$ cat src/rtl/barcode_pkg.sv
// Shared types and constants for the IR barcode receiver.
package barcode_pkg;

    typedef enum logic [2:0] {
        IDLE,
        MEASURE,
        WAIT_EDGE,
        SAMPLE,
        CHECK,
        HOLD
    } bc_state_t;

    localparam int SYNC_DEPTH = 2;
    // TO_MULT must fit in this many bits; the timeout limit is CNT_W+TO_MULT_W wide.
    localparam int TO_MULT_W  = 4;

endpackage

$ cat src/rtl/bc_sync_edge.sv
// Synchroniser for the asynchronous IR input plus falling-edge detect.
// Everything presets to 1 so that the idle-high line never produces a spurious edge.
module bc_sync_edge
    import barcode_pkg::*;
(
    input  logic clk,
    input  logic rst_n,
    input  logic bc,
    output logic sync,
    output logic fall
);

    logic [SYNC_DEPTH-1:0] sync_ff;
    logic                  prev;

    always_ff @(posedge clk or negedge rst_n) begin
        if (!rst_n) begin
            sync_ff <= '1;
            prev    <= 1'b1;
        end else begin
            sync_ff <= {sync_ff[SYNC_DEPTH-2:0], bc};
            prev    <= sync_ff[SYNC_DEPTH-1];
        end
    end

    assign sync = sync_ff[SYNC_DEPTH-1];
    assign fall = prev & ~sync;

endmodule

$ cat src/rtl/barcode_rx.sv
// IR barcode frame decoder: start bit sets the half period, then ID_W data bits
// (MSB first) and an optional even-parity bit are sampled mid-bit.
module barcode_rx
    import barcode_pkg::*;
#(
    parameter int ID_W      = 8,
    parameter int PREFIX_W  = 2,
    parameter int CNT_W     = 22,
    parameter int PARITY_EN = 0,
    parameter int TO_MULT   = 8
) (
    input  logic            clk,
    input  logic            rst_n,
    input  logic            BC,
    input  logic            clr_ID_vld,
    output logic            ID_vld,
    output logic [ID_W-1:0] ID,
    output logic            err,
    output logic            busy
);

    localparam int TO_W  = CNT_W + TO_MULT_W;
    localparam int NBITS = ID_W + PARITY_EN;
    localparam int BIT_W = $clog2(NBITS + 1);

    localparam logic [ID_W-1:0]  PREFIX_MASK = ~({ID_W{1'b1}} >> PREFIX_W);
    localparam logic [BIT_W-1:0] LAST_BIT    = BIT_W'(NBITS - 1);
    localparam logic [BIT_W-1:0] PAR_IDX     = BIT_W'(ID_W);

    bc_state_t        state;
    bc_state_t        state_nxt;
    logic             sync;
    logic             fall;
    logic [CNT_W-1:0] half_cnt;
    logic [CNT_W-1:0] sample_cnt;
    logic [TO_W-1:0]  to_cnt;
    logic [TO_W-1:0]  to_limit;
    logic [BIT_W-1:0] bit_cnt;
    logic             parity;
    logic             half_max;
    logic             sample_hit;
    logic             timed_out;
    logic             frame_bad;

    bc_sync_edge u_sync (
        .clk   (clk),
        .rst_n (rst_n),
        .bc    (BC),
        .sync  (sync),
        .fall  (fall)
    );

    assign to_limit   = TO_W'(half_cnt) * TO_W'(TO_MULT);
    assign half_max   = &half_cnt;
    // The sample lands half_cnt cycles after the synchronised edge; SAMPLE starts one cycle after it.
    assign sample_hit = (sample_cnt + CNT_W'(1)) == half_cnt;
    assign timed_out  = to_cnt == to_limit;
    assign frame_bad  = (|(ID & PREFIX_MASK)) | ((PARITY_EN != 0) && ((^ID) ^ parity));

    always_ff @(posedge clk or negedge rst_n) begin
        if (!rst_n) begin
            state <= IDLE;
        end else begin
            state <= state_nxt;
        end
    end

    always_comb begin
        state_nxt = state;
        case (state)
            IDLE:      if (fall) state_nxt = MEASURE;
            MEASURE: begin
                if (sync)          state_nxt = WAIT_EDGE;
                else if (half_max) state_nxt = IDLE;
            end
            WAIT_EDGE: begin
                if (fall)           state_nxt = SAMPLE;
                else if (timed_out) state_nxt = IDLE;
            end
            SAMPLE: begin
                if (sample_hit) state_nxt = (bit_cnt == LAST_BIT) ? CHECK : WAIT_EDGE;
            end
            CHECK:     state_nxt = frame_bad ? IDLE : HOLD;
            HOLD:      if (clr_ID_vld) state_nxt = IDLE;
            default:   state_nxt = IDLE;
        endcase
    end

    always_comb begin
        err  = 1'b0;
        busy = 1'b0;
        case (state)
            MEASURE: begin
                busy = 1'b1;
                err  = ~sync & half_max;
            end
            WAIT_EDGE: begin
                busy = 1'b1;
                err  = ~fall & timed_out;
            end
            SAMPLE:  busy = 1'b1;
            CHECK:   err  = frame_bad;
            default: ;
        endcase
    end

    always_ff @(posedge clk or negedge rst_n) begin
        if (!rst_n) begin
            half_cnt   <= '0;
            sample_cnt <= '0;
            to_cnt     <= '0;
            bit_cnt    <= '0;
            parity     <= 1'b0;
            ID         <= '0;
            ID_vld     <= 1'b0;
        end else begin
            if (clr_ID_vld) ID_vld <= 1'b0;
            case (state)
                IDLE: if (fall) half_cnt <= CNT_W'(1);
                MEASURE: begin
                    if (sync) begin
                        bit_cnt <= '0;
                        to_cnt  <= '0;
                    end else if (!half_max) begin
                        half_cnt <= half_cnt + CNT_W'(1);
                    end
                end
                WAIT_EDGE: begin
                    if (fall) begin
                        sample_cnt <= '0;
                        to_cnt     <= '0;
                    end else begin
                        to_cnt <= to_cnt + TO_W'(1);
                    end
                end
                SAMPLE: begin
                    sample_cnt <= sample_cnt + CNT_W'(1);
                    if (sample_hit) begin
                        if ((PARITY_EN != 0) && (bit_cnt == PAR_IDX)) parity <= sync;
                        else                                         ID     <= {ID[ID_W-2:0], sync};
                        bit_cnt <= bit_cnt + BIT_W'(1);
                    end
                end
                // A pass sets ID_vld even if the core acknowledges in the same cycle.
                CHECK:   if (!frame_bad) ID_vld <= 1'b1;
                default: ;
            endcase
        end
    end

endmodule
$ cat config.mk
export PLATFORM = sky130hd
export DESIGN_NAME = barcode_rx
export DESIGN_NICKNAME = d
export VERILOG_FILES = /design/src/rtl/barcode_pkg.sv /design/src/rtl/bc_sync_edge.sv /design/src/rtl/barcode_rx.sv
export SDC_FILE = /design/constraint.sdc
export NUM_CORES = 1
export LEC_CHECK = 0
export CORE_UTILIZATION = 40
export DETAILED_ROUTE_END_ITERATION = 8
export HOLD_SLACK_MARGIN = 0.06
export PLACE_DENSITY = 0.57
export SLEW_MARGIN = 20
export SYNTH_ARGS = -nofsm -noshare
export SYNTH_HDL_FRONTEND = slang
export SYNTH_SLANG_ARGS = --single-unit
$ cat constraint.sdc
create_clock -name clk -period 2.78 [get_ports clk]
set_clock_uncertainty 0.05 [all_clocks]
set_input_delay 0.556 -clock clk [delete_from_list [all_inputs] [get_ports clk]]
set_output_delay 0.556 -clock clk [all_outputs]
set_load 0.02 [all_outputs]
* After elaboration in Yosys (flattened, before gate mapping)
Cells that the tools add are included.
** Word-level totals
- Flip-flop bits (word level) :: 89
- Bits in latches :: 0
- Bits in writable memories :: 0
- ROM bits :: 0
- Word-level logic and storage cells :: 76
- Memories :: 0
** Cells by class
- Add/sub/neg operators :: 4
- Multiply operators :: 0
- Divide/modulo/power cells :: 0
- Order comparisons :: 0
- Equal/unequal tests :: 17
- Shifts and indexed selects :: 0
- Muxes and demuxes :: 27
- Bitwise gates (word level) :: 5
- Reductions and logical operators :: 14
** Operators by type and width (number)
- two-way mux 22 bit :: 4
- case mux 22 bit (2 select lines) :: 2
- two-way mux 26 bit :: 2
- case mux 26 bit (2 select lines) :: 1
- adder 22 x 1 -> 22 bit, second input constant :: 2
- two-way mux 3 bit :: 9
- adder 26 x 1 -> 26 bit, second input constant :: 1
- equality test 26 x 25 -> 1 bit :: 1
- equality test 22 bit :: 1
- AND reduction 22 bit :: 1
- case mux 3 bit (6 select lines) :: 1
- inequality test 2 bit, second input constant :: 6
- two-way mux 4 bit :: 2
- case mux 4 bit (2 select lines) :: 1
- nonzero test 2 bit :: 4
- equality test 3 x 2 -> 1 bit, second input constant :: 2
- equality test 3 bit, second input constant :: 2
- AND reduction 2 bit :: 3
- AND reduction 5 bit :: 1
- adder 4 x 1 -> 4 bit, second input constant :: 1
- equality test 4 x 3 -> 1 bit, second input constant :: 1
- two-way mux 1 bit :: 4
- AND reduction 4 bit :: 1
- AND 1 bit :: 3
- 10 further kinds :: 11

* Depth between registers and ports, before layout
Gate-level depths: netlist of the first run.
- Word-level depth :: 5
- Mapped depth :: 11
- Mapped depth without buffers :: 9

* Hierarchy
From an unflattened synthesis of the first run, not the netlist that was laid out.
** Second synthesis, totals
- Cells, all modules :: 694
- Area, all modules :: 5754.3 um^2
** By module, submodules not included
- barcode_rx :: instances 1, cells each 690, area each 5661.7 um^2, seq. area each 2152.1 um^2
- bc_sync_edge :: instances 1, cells each 4, area each 92.6 um^2, seq. area each 78.8 um^2

* Least setup slack after synthesis of the first run
No wires, ideal clock.
- Path kind :: reg2reg
- From :: register sample_cnt[0]
- To :: register ID[4]
- Setup time :: 125 ps
- Data arrival time :: 2403 ps
- Required time :: 2605 ps
- Path slack :: 202 ps
- Stages on the path, launching flop included :: 10
- Path buffers :: 2
- Clock period less this slack :: 2578 ps
- Path through :: dfrtp_1 buf_4 nand4_2 or4_1 a211o_1 o2bb2ai_2 nor4_4 nand3_4 buf_6 mux2_4
** Between the ends
- Word-level cells in the longest chain between the ends :: 3
** RTL lines
- start: declaration :: RTL line barcode_rx.sv:35 : logic [CNT_W-1:0] sample_cnt;
- start signal: assignment :: RTL line barcode_rx.sv:137 : sample_cnt <= sample_cnt + CNT_W'(1);
- adder 22 x 1 -> 22 bit :: RTL line barcode_rx.sv:56 : assign sample_hit = (sample_cnt + CNT_W'(1)) == half_cnt;
- equality test 22 bit :: RTL line barcode_rx.sv:56
- AND reduction 2 bit (no source line)
- end signal: assignment :: RTL line barcode_rx.sv:140 : else ID <= {ID[ID_W-2:0], sync};
- end: declaration :: RTL line barcode_rx.sv:17 : output logic [ID_W-1:0] ID,
Every way passes these cells.
A chain may end at the register's enable or synchronous reset.

* Worst setup path in the final report of the first run
- From :: register half_cnt[0]
- To :: output port err
** Between the ends
- Word-level cells in the longest chain between the ends :: 3
- Elaborated cells on any way between the ends :: 5
- Those cells by class :: eq/ne (1); mux (1); bitwise (2); reduce/logical (1)
** RTL lines
- start: declaration :: RTL line barcode_rx.sv:34 : logic [CNT_W-1:0] half_cnt;
- start signal: assignment :: RTL line barcode_rx.sv:125 : half_cnt <= half_cnt + CNT_W'(1);
- equality test 26 x 25 -> 1 bit / AND reduction 22 bit (equally long branches) :: RTL line barcode_rx.sv:57, barcode_rx.sv:54
- AND 1 bit, on equally long branches :: RTL line barcode_rx.sv:99, barcode_rx.sv:95
- case mux 1 bit (3 select lines) (*) :: RTL line barcode_rx.sv:92 : case (state)
- end: declaration :: RTL line barcode_rx.sv:18 : output logic err,
Mark *: on every way between the ends. The rest lies on a longest branch, timed or not.

==> results of run 1 <==
==> power by group through the flow <==
stage / Clock [mW] / Sequential [mW] / Combinational, mW
after floorplan: 0 / 1.60 / 1.10
after detailed placement: 0 / 1.60 / 1.77
after global placement: 0 / 1.59 / 1.74
final: 1.27 / 1.58 / 1.82
after CTS: 1.30 / 1.57 / 1.79
after global routing: 1.34 / 1.61 / 2.02
==> how the worst max path moves through the flow <==
stage	depth (start not counted)	endpoint	slack [ps]	startpoint
floorplan	9	ID[4]$_DFFE_PN0P_	200	sample_cnt[0]$_DFFE_PN0P_
global placement	8	err	-70	half_cnt[0]$_DFFE_PN0P_
detailed placement	8	err	-90	half_cnt[0]$_DFFE_PN0P_
CTS	8	err	-20	half_cnt[0]$_DFFE_PN0P_
global route	8	err	-190	half_cnt[0]$_DFFE_PN0P_
finish	8	err	-40	half_cnt[0]$_DFFE_PN0P_
==> worst reg2reg max path, stage by stage, from the launching register on <==
cell       delay [ps]
dfrtp_2           470
ha_1              270
nand3_2           130
buf_4             140
nor3_4             40
buf_4             140
a21oi_1           160
o2111ai_2         170
nor4_4            270
buf_4             170
nand3_4            70
buf_12            160
mux2_4            300
==> stage by stage <==
step | utilization (%) | setup WS (ps) | TNS (ps) | cell area [um2] | std cells
final | 49.6 | -44.9 | -44.9 | 6860 | 909
after global routing | 49.6 | -195 | -198 | 6860 | 909
after CTS | 48.8 | -17.8 | -17.8 | 6740 | 906
after detailed placement | 46.5 | -94.4 | -126 | 6440 | 890
after global placement | 46.5 | -67.9 | -67.9 | 6440 | 890
after floorplan | - | 202 | 0 | 5650 | 663
==> flip-flops by register name, summed over array words and instances (netlist names) <==
name,cells
u_sync.sync_ff,2
sample_cnt,22
ID_vld,1
u_sync.prev,1
bit_cnt,4
state,3
half_cnt,22
ID,8
to_cnt,26
==> cell usage in the layout, fill, tap and decap left out, types with 13 or more instances in the layout <==
| master | netlist | layout |
|---|---|---|
| a21oi_1 | 17 | 17 |
| a31oi_1 | 13 | 13 |
| and3_1 | 22 | 22 |
| buf_4 | 3 | 85 |
| dfrtp_1 | 86 | 83 |
| nand2_1 | 84 | 83 |
| nand3_1 | 27 | 26 |
| nand4_1 | 21 | 21 |
| nor2_1 | 68 | 68 |
| o21ai_0 | 67 | 67 |
| xnor2_1 | 32 | 32 |
| xor2_1 | 38 | 38 |
==> routing by layer <==
layer  global-route usage (%)  routed length [um]  up-vias
met1                     29.8                6930     2483
met3                     4.91                 601       22
met2                     34.2                7120      114
met5                        0                   0        -
met4                     6.94                 282        0
li1                         -                   -     2484
==> layout make-up <==
class	instances	share of cell area, %
Tap cell	180	3.29
Clock inverter	7	1.10
Sequential cell	89	32.6
Timing Repair Buffer	99	11.6
Multi-Input combinational cell	515	47.5
Clock buffer	9	3.29
Inverter	10	0.548
==> what timing repair did <==
item / CTS / global route
pin swaps: 1 / 4
buffers inserted: 0 / 3
setup endpoints to repair: 8 / 16
gates resized for setup: 6 / 19
==> cell families after synthesis <==
group,count (synthesis)
AO/OA/AOI/OAI,144
XOR/XNOR,70
AND/OR/NAND/NOR,286
buffers and inverters,59
adder cells (fa/ha/maj),6
multiplexers,9
flip-flops,89
==> impl_results.md, run 1 <==
* Via count of the routed design at 5103
* Die Ht at 121 um
* Via density at 5.61
* Fill count at about 1300
* Yosys cell types at 65
* Largest fanout on the critical path at 3
* Clock buffer depth at 2
* GRT overflow at 0
* Synth-to-layout area growth at 21.4%
* Psw at 1.76 mW
* Synth Area in Adders at under 10%
* Final hold slack at 80.4 ps
* Slowest stage cell, crit path: dfrtp_1
* CTS H-tree depth at 3
* Ant. Diodes at 0
* Fraction of registers with async set/reset at 100%
* Post-Synth Simple-Gate Area at between 20% and 30%
* Initial drt markers at 431
* Sequential share of power at about 34%
* First-pass GRT wire length at approximately 25000 um
* Fin crit period at ~2800 ps
* Initial Util at 40.9%
* Max_cap viols at 0
* Comb pwr share at 39.0%
* Largest net degree at the start of global routing at 60
* WL final at 14900 um
* Post-Syn Instances at 663
* Synth area leader: dfrtp_1
* Yosys warning count at 0
* Slew @ Worst Pin at a little under 800 ps
* Synth Cell Area at around 0.0056 mm2
* VDD IR max at 492 uV
* Final worst-path cycle share at 102%
* Top cells by area, synth: dfrtp_1, o21ai_0, xor2_1, nand2_1, xnor2_1
* Most common flop cell mapped by yosys: dfrtp_1
* Post-synth net total at between 600 and 700
* Final worst slack at -44.9 ps
* Reg-to-reg endpoint: ID[4]$_DFFE_PN0P_
* DIE WIDTH at ~120 um
* Number of port buffers at 14
* Total GRT Usage at 21.8%
* Compound-gate portion of the synthesized area at 15.8%
* Clock-pin slew on the worst setup and hold paths at 70 ps
* Detailed-route DRC error count at 0
* Internal power at between 2 and 3 mW
* Final Hold Viols at 0
* Lkg Pwr at 3.13 nW
* Switching Share at 37.6%
* Xor/xnor cell area share of the yosys netlist at 10.9%
* R2R setup slack at roughly 140 ps
* Reg-to-Reg Start: sample_cnt[0]$_DFFE_PN0P_
* CP Launch Type: flip-flop
* Initial antenna violation count at 0
* Final ANT Viol Nets at 0
* # hold bufs at CTS at 0
* Share of cells above drive strength 1 at between 20% and 30%
* Critical Path RT at 2170 ps
* DRT Pass-1 Iters at 5
* R2R depth at 12
* TritonCTS clock tree: built
* Core area at 0.0138 mm2
* Worst Hold Class: input pin to async pin
* Clk root buf: clkbuf_16
* Failing checks: negative setup slack
* RSZ-0062 raised after global routing: yes
* P per Cell Area at 682 mW/mm2
* Crit path DAT at 2220 ps
* Sequential fraction of the synthesis area at about two fifths
* DPL Wire Length at 10900 um
* Final Max Slew Viols at 0
* Ports at 15
* Vias in the first global route at between 4000 and 5000
* Share of the synthesized area in the top cell type at 38.1%
* Post-Syn Area per Cell at 8.52 um2
* Post-synthesis mux area share at approximately 2.0%
* Slew headroom at roughly 47%
* EDFF count, synth at 0
* Critical-path cell list: ha_2 -> nand2_2 -> nor4_2 -> nand4_1 -> nor4b_2 -> a21oi_1 -> o22ai_1 -> buf_4
* Total power at 4.67 mW
* Final net count at 734
* Synth top cells by count: dfrtp_1, nand2_1, nor2_1, o21ai_0, xor2_1
* Largest family of logic cells by synthesized area: simple AND/OR/NAND/NOR gates
* Top delay family on crit path: simple AND/OR/NAND/NOR gates
* CTS Buf Count at 9
* Status: finished with violations
* Clock latency on the worst-skew pair at about 360 ps
* CP Class: flip-flop to output pin
* FF/Latch Area at 0.00223 mm2
* CP max stage delay at around 370 ps
* Final setup viols at 1
* FMAX at 354 MHz
* Die area at 0.0146 mm2
* Row cnt at 43
* DR WL/cell at approximately 16 um
* Seq cells post-synth at 89
* CTS sink cnt at 89
* Most common cell in the synthesized netlist: dfrtp_1
* Multi-input logic area at 0.00326 mm2
* Clk pwr share at a little over a quarter
* Routability-driven placement congestion ratio at 0.840
* Setup crit end kind: output pin
* Worst path buffer plus inverter count at 1
Power figures use the tool's default switching activity.
==> run 2, diff against run 1 <==
--- a/config.mk
+++ b/config.mk
@@ -7,9 +7,9 @@
 export LEC_CHECK = 0
 export CORE_UTILIZATION = 40
 export DETAILED_ROUTE_END_ITERATION = 8
-export HOLD_SLACK_MARGIN = 0.06
 export PLACE_DENSITY = 0.57
 export SLEW_MARGIN = 20
 export SYNTH_ARGS = -nofsm -noshare
 export SYNTH_HDL_FRONTEND = slang
+export SYNTH_HIERARCHICAL = 1
 export SYNTH_SLANG_ARGS = --single-unit
==> impl_results.md, run 2 <==
* Most common cell in the synthesized netlist: o21ai_0
* Synth area leader: dfrtp_1
* DRT Pass-1 Iters at 5
* FMAX at ~350 MHz
* Die area at 0.0149 mm2
* P per Cell Area at 666 mW/mm2
* Number of port buffers at 14
* Largest net degree at the start of global routing at 39
* Synth top cells by count: o21ai_0, nand2_1, dfrtp_1, nor2_1, clkbuf_1
* Final ANT Viol Nets at 0
* Clock-pin slew on the worst setup and hold paths at about 60 ps
* CTS H-tree depth at 3
* Yosys cell types at just under 60
* Sequential share of power at 31.5%
* Slew @ Worst Pin at 712 ps
* Detailed-route DRC error count at 0
* Vias in the first global route at 5194
* Post-synth net total at 704
* Total power at between 4 and 5 mW
* Die Ht at ~120 um
* Commonest non-fill, non-tap cell in the layout: buf_4
* Max reg flops at 26
* Synth-to-layout area growth at 26.1%
* Fraction of registers with async set/reset at 100%
* GRT overflow at 0
* First-pass GRT wire length at 26900 um
* DIE WIDTH at 122 um
* Total GRT Usage at 23.5%
* Clk pwr share at approximately a quarter
* Top flop regs: to_cnt: 26 flops, half_cnt: 22 flops, sample_cnt: 22 flops
* CP Launch Type: flip-flop
* Core area at 0.0139 mm2
* Internal power at 3.00 mW
* Fin crit period at ~2800 ps
* Core Util, Final at a little over half
* Sequential fraction of the synthesis area at 38.8%
* Final Hold Viols at 0
* Row cnt at 43
* Final worst slack at -52.0 ps
* TritonCTS clock tree: built
* Max_cap viols at 0
* Clock latency on the worst-skew pair at 350 ps
* Failing checks: negative setup slack
* Via count of the routed design at 5487
* DR WL/cell at 16.9 um
* VDD IR max at 360 uV
* Largest fanout on the critical path at 8
* CP Class: flip-flop to flip-flop
* WL final at about 16000 um
* EDFF count, synth at 0
* Setup_tns at -318 ps
* Slew headroom at a little over half
* CTS sink cnt at 89
* Clk root buf: clkbuf_16
* Switching Share at 38.0%
* Post-Syn Instances at 694
* Psw at 1.84 mW
* CTS Buf Count at 9
* Setup crit end kind: flip-flop
* Lkg Pwr at approximately 3.2 nW
* Final setup viols at 9
* Most common flop cell mapped by yosys: dfrtp_1
* Share of the synthesized area in the top cell type at 37.4%
* Initial Util at 41.3%
* Yosys warning count at 6
* RSZ-0062 raised after global routing: yes
* Critical Path RT at 2960 ps
* # hold bufs at CTS at 0
* Biggest register: to_cnt
* Comb pwr share at ~43%
* Crit path DAT at between 3000 and 4000 ps
* Worst Hold Class: input pin to async pin
* Share of cells above drive strength 1 at between 20% and 30%
* Final worst-path cycle share at 102%
* Initial drt markers at between 400 and 500
* DPL Wire Length at 12300 um
* Ant. Diodes at 0
* Final net count at 798
* Routability-driven placement congestion ratio at 0.880
* Initial antenna violation count at 0
* Via density at 5.64
* Seq cells post-synth at 89
* Post-Syn Area per Cell at 8.29 um2
* Clock buffer depth at 2
* Status: finished with violations
* Top cells by area, synth: dfrtp_1, o21ai_0, nand2_1, xnor2_1, xor2_1
* Ports at 15
* Final Max Slew Viols at 0
* Synth Cell Area at 0.00575 mm2
* Commonest cells after routing, fill and taps aside: buf_4, o21ai_0, nand2_1
run 2: per-stage QoR:
stage | worst slack [ps] | hold slack, ps | cell area, um2 | cells
3_5_place_dp | -343 | 299 | 6770 | 946
3_3_place_gp | -305 | 296 | 6770 | 946
5_1_grt | -173 | 154 | 7260 | 973
4_1_cts | -22.0 | 144 | 7170 | 969
6_report | -52.0 | 119 | 7260 | 973
2_1_floorplan | -77.8 | 210 | 5780 | 694
run 2: cells by family (layout without fill, tap and decap cells):
logic type | after synthesis | in the layout | share of synthesized area (%)
adders and majority gates | 6 | 6 | 1.30
xor gates and xnor gates | 55 | 55 | 8.37
and+or+nand+nor | 283 | 283 | 24.9
buffers and inverters | 65 | 164 | 4.81
DFF | 89 | 89 | 38.8
muxes | 12 | 12 | 2.74
AOI/OAI and AO/OA | 184 | 184 | 19.1
run 2: final timing paths:
| check | cells past startpoint | slack [ps] | start | end |
|---|---|---|---|---|
| hold reg to reg | 0 | 310 | u_sync/sync_ff[0]$_DFF_PN1_ | u_sync/sync_ff[1]$_DFF_PN1_ |
| max in group asynchronous | 2 | 1770 | rst_n | sample_cnt[1]$_DFFE_PN0P_ |
| setup / recovery | 9 | -50 | sample_cnt[9]$_DFFE_PN0P_ | ID[3]$_DFFE_PN0P_ |
| setup reg to reg | 9 | -50 | sample_cnt[9]$_DFFE_PN0P_ | ID[3]$_DFFE_PN0P_ |
| hold / removal | 1 | 120 | rst_n | sample_cnt[6]$_DFFE_PN0P_ |
| min in group clk | 0 | 310 | u_sync/sync_ff[0]$_DFF_PN1_ | u_sync/sync_ff[1]$_DFF_PN1_ |
run 2: per-layer routing:
layer,part of all wire [%],global-route usage (%),up-vias
met1,46,31.8,2667
met4,1.5,7.33,0
li1,-,-,2677
met5,0,0,-
met3,4.6,4.35,19
met2,48,37.9,124
run 2: timing repair:
item                                    CTS  global route
gates resized for setup                  23            13
endpoints found under the hold margin     0             0
pin swaps                                 7             7
endpoints found under the setup margin   12            20
setup buffers                             8             4
run 2: power by group through the flow:
stage,combinational [mW],clock (mW),sequential [mW]
6_report,2.09,1.22,1.52
5_1_grt,2.29,1.30,1.53
4_1_cts,2.01,1.25,1.52
3_5_place_dp,1.97,0,1.54
3_3_place_gp,1.92,0,1.53
2_1_floorplan,1.18,0,1.56
run 2: worst max-delay path, cell delays in order (launching register included):
cell and delay (ps):
dfrtp_1 400, nand4_1 170, buf_4 190, or4_4 490, xnor2_2 120, and3b_1 160
nand4_1 120, a2111oi_4 390, and2_4 300, mux2_4 320
run 2: cell type report:
type / count / area [um2]
Clock buffer: 11 / 233
Fill cell: 1317 / 6680
Inverter: 10 / 37.5
Clock inverter: 5 / 56.3
Multi-Input combinational cell: 540 / 3400
Sequential cell: 89 / 2230
Tap cell: 180 / 225
Timing Repair Buffer: 138 / 1070
